--- config.mk ---
export PLATFORM = sky130hd
export DESIGN_NAME = spike_rate_encoder
export DESIGN_NICKNAME = d
export VERILOG_FILES = /design/src/rtl/spike_rate_encoder.sv
export SDC_FILE = /design/constraint.sdc
export NUM_CORES = 1
export LEC_CHECK = 0
export ABC_AREA = 1
export CORE_ASPECT_RATIO = 0.5
export CORE_MARGIN = 1.5
export CORE_UTILIZATION = 64
export CTS_BUF_LIST = sky130_fd_sc_hd__clkbuf_2 sky130_fd_sc_hd__clkbuf_4 sky130_fd_sc_hd__clkbuf_8
export CTS_CLUSTER_SIZE = 14
export DETAILED_ROUTE_END_ITERATION = 8
export HOLD_SLACK_MARGIN = 0.12
export PLACE_DENSITY = 0.95
export SETUP_SLACK_MARGIN = 0.2
export SYNTH_ARGS = -nofsm -noshare
export SYNTH_HDL_FRONTEND = slang
export SYNTH_SLANG_ARGS = --single-unit
--- constraint.sdc ---
create_clock -name clk -period 4.65 [get_ports clk]
set_input_delay 1.1625 -clock clk [delete_from_list [all_inputs] [get_ports clk]]
set_output_delay 1.1625 -clock clk [all_outputs]
set_load 0.05 [all_outputs]
--- src/rtl/spike_rate_encoder.sv ---
// Rate-coded spike encoder: latches one sample of NUM_INPUTS intensities and plays it
// out as a NUM_TIMESTEPS spike train. Define SPIKE_LFSR_EN for stochastic LFSR coding.
module spike_rate_encoder #(
   parameter int          NUM_INPUTS    = 8,
   parameter int          PIXEL_WIDTH   = 8,
   parameter int          NUM_TIMESTEPS = 16,
   parameter logic [15:0] LFSR_SEED     = 16'hACE1
) (
   input  logic                              clk,
   input  logic                              rst,
   input  logic [NUM_INPUTS*PIXEL_WIDTH-1:0] pixel_in,
   input  logic                              load_valid,
   output logic                              load_ready,
   input  logic                              start,
   input  logic                              abort,
   output logic [NUM_INPUTS-1:0]             spike_out,
   output logic                              spike_valid,
   output logic [15:0]                       timestep,
   output logic                              done
);

   localparam logic [15:0] LAST_STEP = 16'(NUM_TIMESTEPS - 1);

   typedef enum logic [1:0] {
      ST_IDLE,
      ST_LOADED,
      ST_RUN,
      ST_DONE
   } state_t;

   state_t                  state_q, state_d;
   logic                    load_ready_q, load_ready_d;
   logic                    spike_valid_q, spike_valid_d;
   logic                    done_q, done_d;
   logic [15:0]             timestep_q, timestep_d;
   logic [15:0]             step_q, step_d;
   logic                    issued_q, issued_d;
   logic [NUM_INPUTS-1:0]   spike_q, spike_d;
   logic [NUM_INPUTS-1:0]   spike_bit;

   logic load_fire;
   logic start_fire;
   logic compute;

   // Abort outranks load, and load outranks start when both arrive in LOADED.
   assign load_fire  = load_valid && load_ready_q && !abort;
   assign start_fire = start && (state_q == ST_LOADED) && !abort && !load_fire;
   assign compute    = (state_q == ST_RUN) && !issued_q && !abort;

   genvar gi;
   generate
      for (gi = 0; gi < NUM_INPUTS; gi++) begin : g_chan
         logic [PIXEL_WIDTH-1:0] pixel_q, pixel_d;

         always_comb begin
            pixel_d = pixel_q;
            if (abort) begin
               pixel_d = '0;
            end else if (load_fire) begin
               pixel_d = pixel_in[gi*PIXEL_WIDTH +: PIXEL_WIDTH];
            end
         end

         always_ff @(posedge clk or negedge rst) begin
            if (!rst) begin
               pixel_q <= '0;
            end else begin
               pixel_q <= pixel_d;
            end
         end

`ifdef SPIKE_LFSR_EN
         localparam logic [15:0] SEED = LFSR_SEED ^ 16'(gi + 1);

         logic [15:0] lfsr_q, lfsr_d, lfsr_adv;

         // Right-shifting Galois form of x^16+x^14+x^13+x^11+1.
         assign lfsr_adv = {1'b0, lfsr_q[15:1]} ^ (lfsr_q[0] ? 16'hB400 : 16'h0000);

         always_comb begin
            lfsr_d = lfsr_q;
            if (start_fire) begin
               lfsr_d = SEED;
            end else if (compute) begin
               lfsr_d = lfsr_adv;
            end
         end

         always_ff @(posedge clk or negedge rst) begin
            if (!rst) begin
               lfsr_q <= SEED;
            end else begin
               lfsr_q <= lfsr_d;
            end
         end

         assign spike_bit[gi] = (pixel_q > lfsr_q[PIXEL_WIDTH-1:0]);
`else
         logic [PIXEL_WIDTH-1:0] acc_q, acc_d;
         logic [PIXEL_WIDTH:0]   sum;

         // The carry out of the phase accumulator is the spike.
         assign sum = {1'b0, acc_q} + {1'b0, pixel_q};

         always_comb begin
            acc_d = acc_q;
            if (start_fire) begin
               acc_d = '0;
            end else if (compute) begin
               acc_d = sum[PIXEL_WIDTH-1:0];
            end
         end

         always_ff @(posedge clk or negedge rst) begin
            if (!rst) begin
               acc_q <= '0;
            end else begin
               acc_q <= acc_d;
            end
         end

         assign spike_bit[gi] = sum[PIXEL_WIDTH];
`endif
      end

`ifndef SPIKE_LFSR_EN
      // The seed only matters for the stochastic build.
      if (LFSR_SEED == 16'h0000) begin : g_seed_unused
      end
`endif
   endgenerate

   // RUN spends NUM_TIMESTEPS cycles computing plus one cycle draining the last
   // registered spike, so done lands exactly one cycle after the final timestep.
   always_comb begin
      state_d       = state_q;
      spike_valid_d = 1'b0;
      done_d        = 1'b0;
      timestep_d    = timestep_q;
      step_d        = step_q;
      issued_d      = issued_q;
      spike_d       = compute ? spike_bit : '0;

      if (abort) begin
         state_d    = ST_IDLE;
         timestep_d = '0;
         step_d     = '0;
         issued_d   = 1'b0;
      end else begin
         case (state_q)
            ST_IDLE: begin
               if (load_fire) begin
                  state_d = ST_LOADED;
               end
            end
            ST_LOADED: begin
               if (start_fire) begin
                  state_d    = ST_RUN;
                  step_d     = '0;
                  issued_d   = 1'b0;
                  timestep_d = '0;
               end
            end
            ST_RUN: begin
               if (!issued_q) begin
                  spike_valid_d = 1'b1;
                  timestep_d    = step_q;
                  if (step_q == LAST_STEP) begin
                     issued_d = 1'b1;
                  end else begin
                     step_d = step_q + 16'd1;
                  end
               end else begin
                  state_d = ST_DONE;
                  done_d  = 1'b1;
               end
            end
            ST_DONE: begin
               state_d = ST_IDLE;
            end
            default: begin
               state_d = ST_IDLE;
            end
         endcase
      end

      load_ready_d = (state_d == ST_IDLE) || (state_d == ST_LOADED);
   end

   always_ff @(posedge clk or negedge rst) begin
      if (!rst) begin
         state_q       <= ST_IDLE;
         load_ready_q  <= 1'b0;
         spike_valid_q <= 1'b0;
         done_q        <= 1'b0;
         timestep_q    <= '0;
         step_q        <= '0;
         issued_q      <= 1'b0;
         spike_q       <= '0;
      end else begin
         state_q       <= state_d;
         load_ready_q  <= load_ready_d;
         spike_valid_q <= spike_valid_d;
         done_q        <= done_d;
         timestep_q    <= timestep_d;
         step_q        <= step_d;
         issued_q      <= issued_d;
         spike_q       <= spike_d;
      end
   end

   assign load_ready  = load_ready_q;
   assign spike_out   = spike_q;
   assign spike_valid = spike_valid_q;
   assign timestep    = timestep_q;
   assign done        = done_q;

endmodule

==> flow_summary.toml, run 1 <==
[setup_path]
crit_start = "abort"
critPathCapture = "spike_out[4]"
regToRegEndpoint = "spike_out[4]"
worstReg2RegStart = "state_q[0]"
crit_path_start_kind = "primary input"
arrival_ns = 4.06
path_class = "in2reg"
worstPathRequired_ns = 5.01
critical_path.endpoint_type = "flip-flop"
reg2reg_depth = 8
r2r_setup_slack_ns = 1.77
critical_path.max_fanout = 53

[cells_and_area]
fillCellCount = 948
num_antenna_cells = 0
syn2layout_area_growth_pct = 15.39
multiInputGateArea_sq_um = 4727
layout_common_cells = "nand2_1 (339), dfrtp_1 (174), nand3_1 (149), clkdlybuf4s50_1 (94), a21oi_1 (68)"
final_common_cell = "nand2_1"
drive_gt1_share_pct = 4.808
seqCellArea_sq_um = 4354
fin_nets = 1356

[floorplan]
core_sq_um = 14510
die_area_sq_um = 15660
chipWidth_um = 175.5
die_h_um = 89.23
initial_core_util_pct = 65.61
fp-row-count = 31
ios = 96

[drt]
avgViaCountPerCell = 5.912
drt_wl_total_um = 22880
wire_per_inst_um = 16.06
ant_nets = 0
first_pass_iters = 6
vias = 8425
drt_iter0_drc = 646
drc_errors = 0

[placement]
gp_congestion = 0.9599
dp_hpwl_um = 15200
dpl_worst_slack_ns = 0.5925
port_buffers = 95

[clock_tree]
cts_tree = "built"
cts_resized = 0
clockBufferDepth = 2
cts_made_buffers = 17
clk_pin_slew_ns = 0.08
clock_sinks = 174
h-tree-depth = 4
ctsHoldBuffers = 0
post_cts_buffers = 0
worstSkewPairLatency_ns = 0.47
root_buffer = "clkbuf_8"

[grt]
grt_pass1_wl_um = 38450
grt_pass1_vias = 8497
antenna_found_initial = 0
grt_overflow_total = 0
track_usage_pct = 30.98
grt_max_degree = 92

[logic_synthesis]
netlist-cell-type-count = 32
syn-num-nets = 1276
synthCells = 1134
synth_seq_cells = 174
yosysWarnings = 0
yosysSeqAreaShare_pct = 45.75
synth_area_per_cell_sq_um = 8.393
netlist_area_sq_um = 9518

[worst_hold_path]
hp-class = "reg2reg"

[timing]
clock.fmax_mhz = 270.2
setup_tns_ns = 0
layout_setup_ws_ns = 0.9492
post-route-min-period_ns = 3.701
worstMarginPinSlew_ns = 1.101
report.final.slew_viol_count = 0
finClkSkew_ns = 0.01601
setup_viol = 0
hold_viol_final = 0
fin_crit_sh_pct = 79.59
rsz0062_at_grt = "false"
slew_headroom_pct = 26.53

[power_and_ir_drop]
max-vdd-ir-drop_mv = 0.1904
p_comb_share_pct = 23.9
power_per_cell_area_nw_per_um2 = 342.0
intPower_mw = 2.486
p_clk_share_pct = 28.2
p_seq_share_pct = 47.9
swShare_pct = 33.83
p_switching_mw = 1.271
p_leak_nw = 5.431

[outcome]
status = "finished clean"

[run]
drv_cap = 0
[critical path: stages]
cell	delay, ns
clkdlybuf4s50_1	0.60
nor2_2	0.57
inv_2	0.20
nor2_8	0.15
buf_4	0.54
inv_2	0.50
a21oi_1	0.32
[logic make-up after synthesis]
| logic type | share of synthesized area (%) |
|---|---|
| AO/OA/AOI/OAI | 10.19 |
| XOR/XNOR | 2.669 |
| AND/OR/NAND/NOR | 26.50 |
| adder cells (fa/ha/maj) | 10.23 |
| flip-flops | 45.75 |
| buffers and inverters | 4.667 |
[worst min path at each step]
stage	start	end	depth (start not counted)
after floorplan	g_chan[0].acc_q[5]	g_chan[0].acc_q[5]	2
after global placement	g_chan[2].acc_q[7]	g_chan[2].acc_q[7]	2
after detailed placement	g_chan[4].acc_q[7]	g_chan[4].acc_q[7]	2
after CTS	g_chan[6].acc_q[5]	g_chan[6].acc_q[5]	2
after global routing	timestep[8]	timestep[8]	2
final	g_chan[4].acc_q[7]	g_chan[4].acc_q[7]	2
[cells in the mapped netlist (all sizes together)]
library cell / count / share of area, %
xor2: 19 / 1.7
buf: 16 / 0.96
nand3b: 11 / 0.87
inv: 68 / 2.7
ha: 65 / 8.5
fa: 8 / 1.7
nand3: 150 / 7.9
nor3: 6 / 0.32
a211oi: 4 / 0.32
nand2: 344 / 14
nor2: 48 / 2.4
o21a: 16 / 1.3
nand4: 13 / 0.85
o21ai: 63 / 3.3
clkbuf: 26 / 1.0
a21oi: 68 / 3.6
xnor2: 10 / 0.92
dfrtp: 174 / 46
a22o: 17 / 1.6
and2: 6 / 0.39
o31ai: 1 / 0.079
o211ai: 1 / 0.079
[layout make-up]
class	instances	share of cell area, %
repair buffers	103	9.216
multi-input cells	850	43.04
inverters	68	2.324
well taps	198	2.256
clock buffers	17	2.130
flip-flops and latches	174	39.64
clock inverters	15	1.390
[power by group through the flow]
stage | Clock, mW | Sequential, mW | Combinational (mW)
after floorplan | 0 | 1.79 | 0.635
after CTS | 1.06 | 1.80 | 0.890
after detailed placement | 0 | 1.82 | 0.873
after global routing | 1.13 | 1.82 | 1.01
final | 1.06 | 1.80 | 0.897
after global placement | 0 | 1.81 | 0.809
[metal layers]
layer | up-vias | global-route usage, % | routed length (um)
li1 | 3960 | - | -
met1 | 4004 | 37.93 | 9430
met2 | 373 | 54.18 | 11210
met3 | 88 | 6.080 | 1555
met4 | 0 | 15.23 | 682
met5 | - | 0 | 0
[sequential cells by signal, summed over array words and instances (netlist names)]
name and cells:
spike_valid 1, g_chan.pixel_q 64, issued_q 1, done 1
timestep 16, g_chan.acc_q 64, state_q 2, spike_out 8
step_q 16, load_ready 1
[through the flow]
stage	power (mW)	instances	hold WS [ns]	utilization [%]	cell area, sq um
2_1_floorplan	2.424	1134	0.4531	-	9518
3_3_place_gp	2.617	1393	0.4666	73.05	10600
3_5_place_dp	2.693	1393	0.4746	73.05	10600
4_1_cts	3.746	1425	0.4971	75.71	10980
5_1_grt	3.963	1425	0.5245	75.71	10980
6_report	3.757	1425	0.4947	75.71	10980
No activity file was read; power rests on OpenSTA's default activity.
==> run 2: changes to the inputs <==
CORE_UTILIZATION = 59   (was 64)
PLACE_DENSITY = 0.89   (was 0.95)
clock period = 3.8 ns   (was 4.65 ns; I/O delays follow)
==> flow_summary.toml, run 2 (synthesized netlist as in run 1, its figures left out) <==
[timing]
hold_ws_ns = 0.3395
post-route-min-period_ns = 2.664
report.final.slew_viol_count = 0
setup_viol = 0
worstMarginPinSlew_ns = 0.7832
finClkSkew_ns = 0.01712
fin_crit_sh_pct = 70.09
setup_tns_ns = 0
hold_viol_final = 0
slew_headroom_pct = 47.79
rsz0062_at_grt = "false"
clock.fmax_mhz = 375.4
layout_setup_ws_ns = 1.136

[placement]
dp_hpwl_um = 15170
port_buffers = 95
dpl_worst_slack_ns = 0.7381
gp_congestion = 0.9185

[setup_path]
arrival_ns = 3.05
max_stage_delay_ns = 0.62
path_class = "in2reg"
crit_chain = "clkdlybuf4s50_1 -> nor2_2 -> inv_2 -> nor2_8 -> nor2_4 -> buf_4 -> nand2_1 -> o21ai_0"
worstPathRequired_ns = 4.18
crit_path_start_kind = "primary input"
crit_family = "buffers and inverters"
critical_path.max_fanout = 41
critical_path.endpoint_type = "flip-flop"
critPathBufInv = 3
cpMaxStageDelayCell = "clkdlybuf4s50_1"

[power_and_ir_drop]
p_seq_share_pct = 48.4
p_switching_mw = 1.536
intPower_mw = 3.011
power_per_cell_area_nw_per_um2 = 413.3
swShare_pct = 33.78
p_leak_nw = 5.435
max-vdd-ir-drop_mv = 0.2511
p_comb_share_pct = 23.7
p_clk_share_pct = 27.9

[grt]
use_met2_pct = 47.71
antenna_found_initial = 0
grt_pass1_wl_um = 37740
grt-busiest-layer = "met2"
grt_max_degree = 74
grt_use_met3_pct = 5.427
gr-usage-met1_pct = 35.78
grt_pass1_vias = 8197
track_usage_pct = 27.90
grt_overflow_total = 0

[clock_tree]
h-tree-depth = 4
clockBufferDepth = 2
cts_resized = 0
post_cts_buffers = 0
cts_made_buffers = 17
cts_tree = "built"
root_buffer = "clkbuf_8"
clk_pin_slew_ns = 0.10
clock_sinks = 174
worstSkewPairLatency_ns = 0.48
ctsHoldBuffers = 0

[run]
drv_cap = 0

[drt]
first_pass_iters = 5
drc_errors = 0
ant_nets = 0
wire_per_inst_um = 15.57
vias = 8212
avgViaCountPerCell = 5.731
drt_iter0_drc = 589
drt_wl_total_um = 22310

[cells_and_area]
syn2layout_area_growth_pct = 15.60
fillCellCount = 1166
layout_common_cells = "nand2_1 (339), dfrtp_1 (174), nand3_1 (149), clkdlybuf4s50_1 (94), a21oi_1 (68)"
num_antenna_cells = 0
drive_gt1_share_pct = 4.963
final_common_cell = "nand2_1"
fin_nets = 1358
finish.utilization_pct = 70.65
largestRegisters = "g_chan.acc_q: 64 flops, g_chan.pixel_q: 64 flops"

[outcome]
status = "finished clean"

[floorplan]
die_h_um = 92.81
die_area_sq_um = 16950
ios = 96
core_sq_um = 15570
fp-row-count = 32
chipWidth_um = 182.6
initial_core_util_pct = 61.11

[worst_hold_path]
hp-class = "in2async"
[run 2: cell types whose count changed in the layout (fill, tap and decap cells not counted)]
cell and delta:
buf_12 +1, buf_4 +1, bufinv_16 -1, clkbuf_4 +1, clkbuf_8 +2, clkinv_2 -1, clkinv_4 +1, clkinvlp_4 +1
inv_6 -1, inv_8 -2
[run 2: power groups by stage]
| stage | registers (mW) | logic (mW) | clock network [mW] |
|---|---|---|---|
| 2_1_floorplan | 2.19 | 0.777 | 0 |
| 3_3_place_gp | 2.22 | 0.999 | 0 |
| 3_5_place_dp | 2.23 | 1.06 | 0 |
| 4_1_cts | 2.20 | 1.07 | 1.27 |
| 5_1_grt | 2.22 | 1.22 | 1.36 |
| 6_report | 2.20 | 1.08 | 1.27 |
[run 2: layout make-up]
| cell class | instances | area (sq um) | area share [%] |
|---|---|---|---|
| timing repair buffer | 105 | 1040 | 9.450 |
| tap | 204 | 255.2 | 2.320 |
| clock inverter | 12 | 102.6 | 0.9324 |
| clock buffer | 20 | 269.0 | 2.445 |
| sequential | 174 | 4354 | 39.57 |
| inverter | 68 | 255.2 | 2.320 |
| multi-input combinational | 850 | 4727 | 42.96 |
[run 2: layer usage]
layer	vias to the layer above	routed length, um	share of wire (%)
li1	3945	-	-
met3	38	1122	5.0
met2	239	10900	49
met1	3990	9875	44
met4	0	416	1.9
met5	-	0	0
[run 2: metrics by stage]
step	power [mW]	instances	area, sq um
final	4.547	1433	11000
after floorplan	2.966	1134	9518
after global routing	4.804	1433	11000
after global placement	3.219	1401	10630
after detailed placement	3.294	1401	10630
after CTS	4.547	1433	11000
[run 2: worst paths after layout]
path / endpoint / from / slack, ns / cells after the start
setup / recovery: g_chan[3].acc_q[3] / abort / 1.14 / 8
hold / removal: g_chan[5].pixel_q[0] / rst / 0.34 / 1
setup reg to reg: g_chan[3].acc_q[3] / state_q[0] / 1.72 / 9
hold reg to reg: timestep[0] / timestep[0] / 0.49 / 2
max in group asynchronous: g_chan[3].pixel_q[1] / rst / 2.59 / 2
min in group clk: timestep[0] / timestep[0] / 0.49 / 2
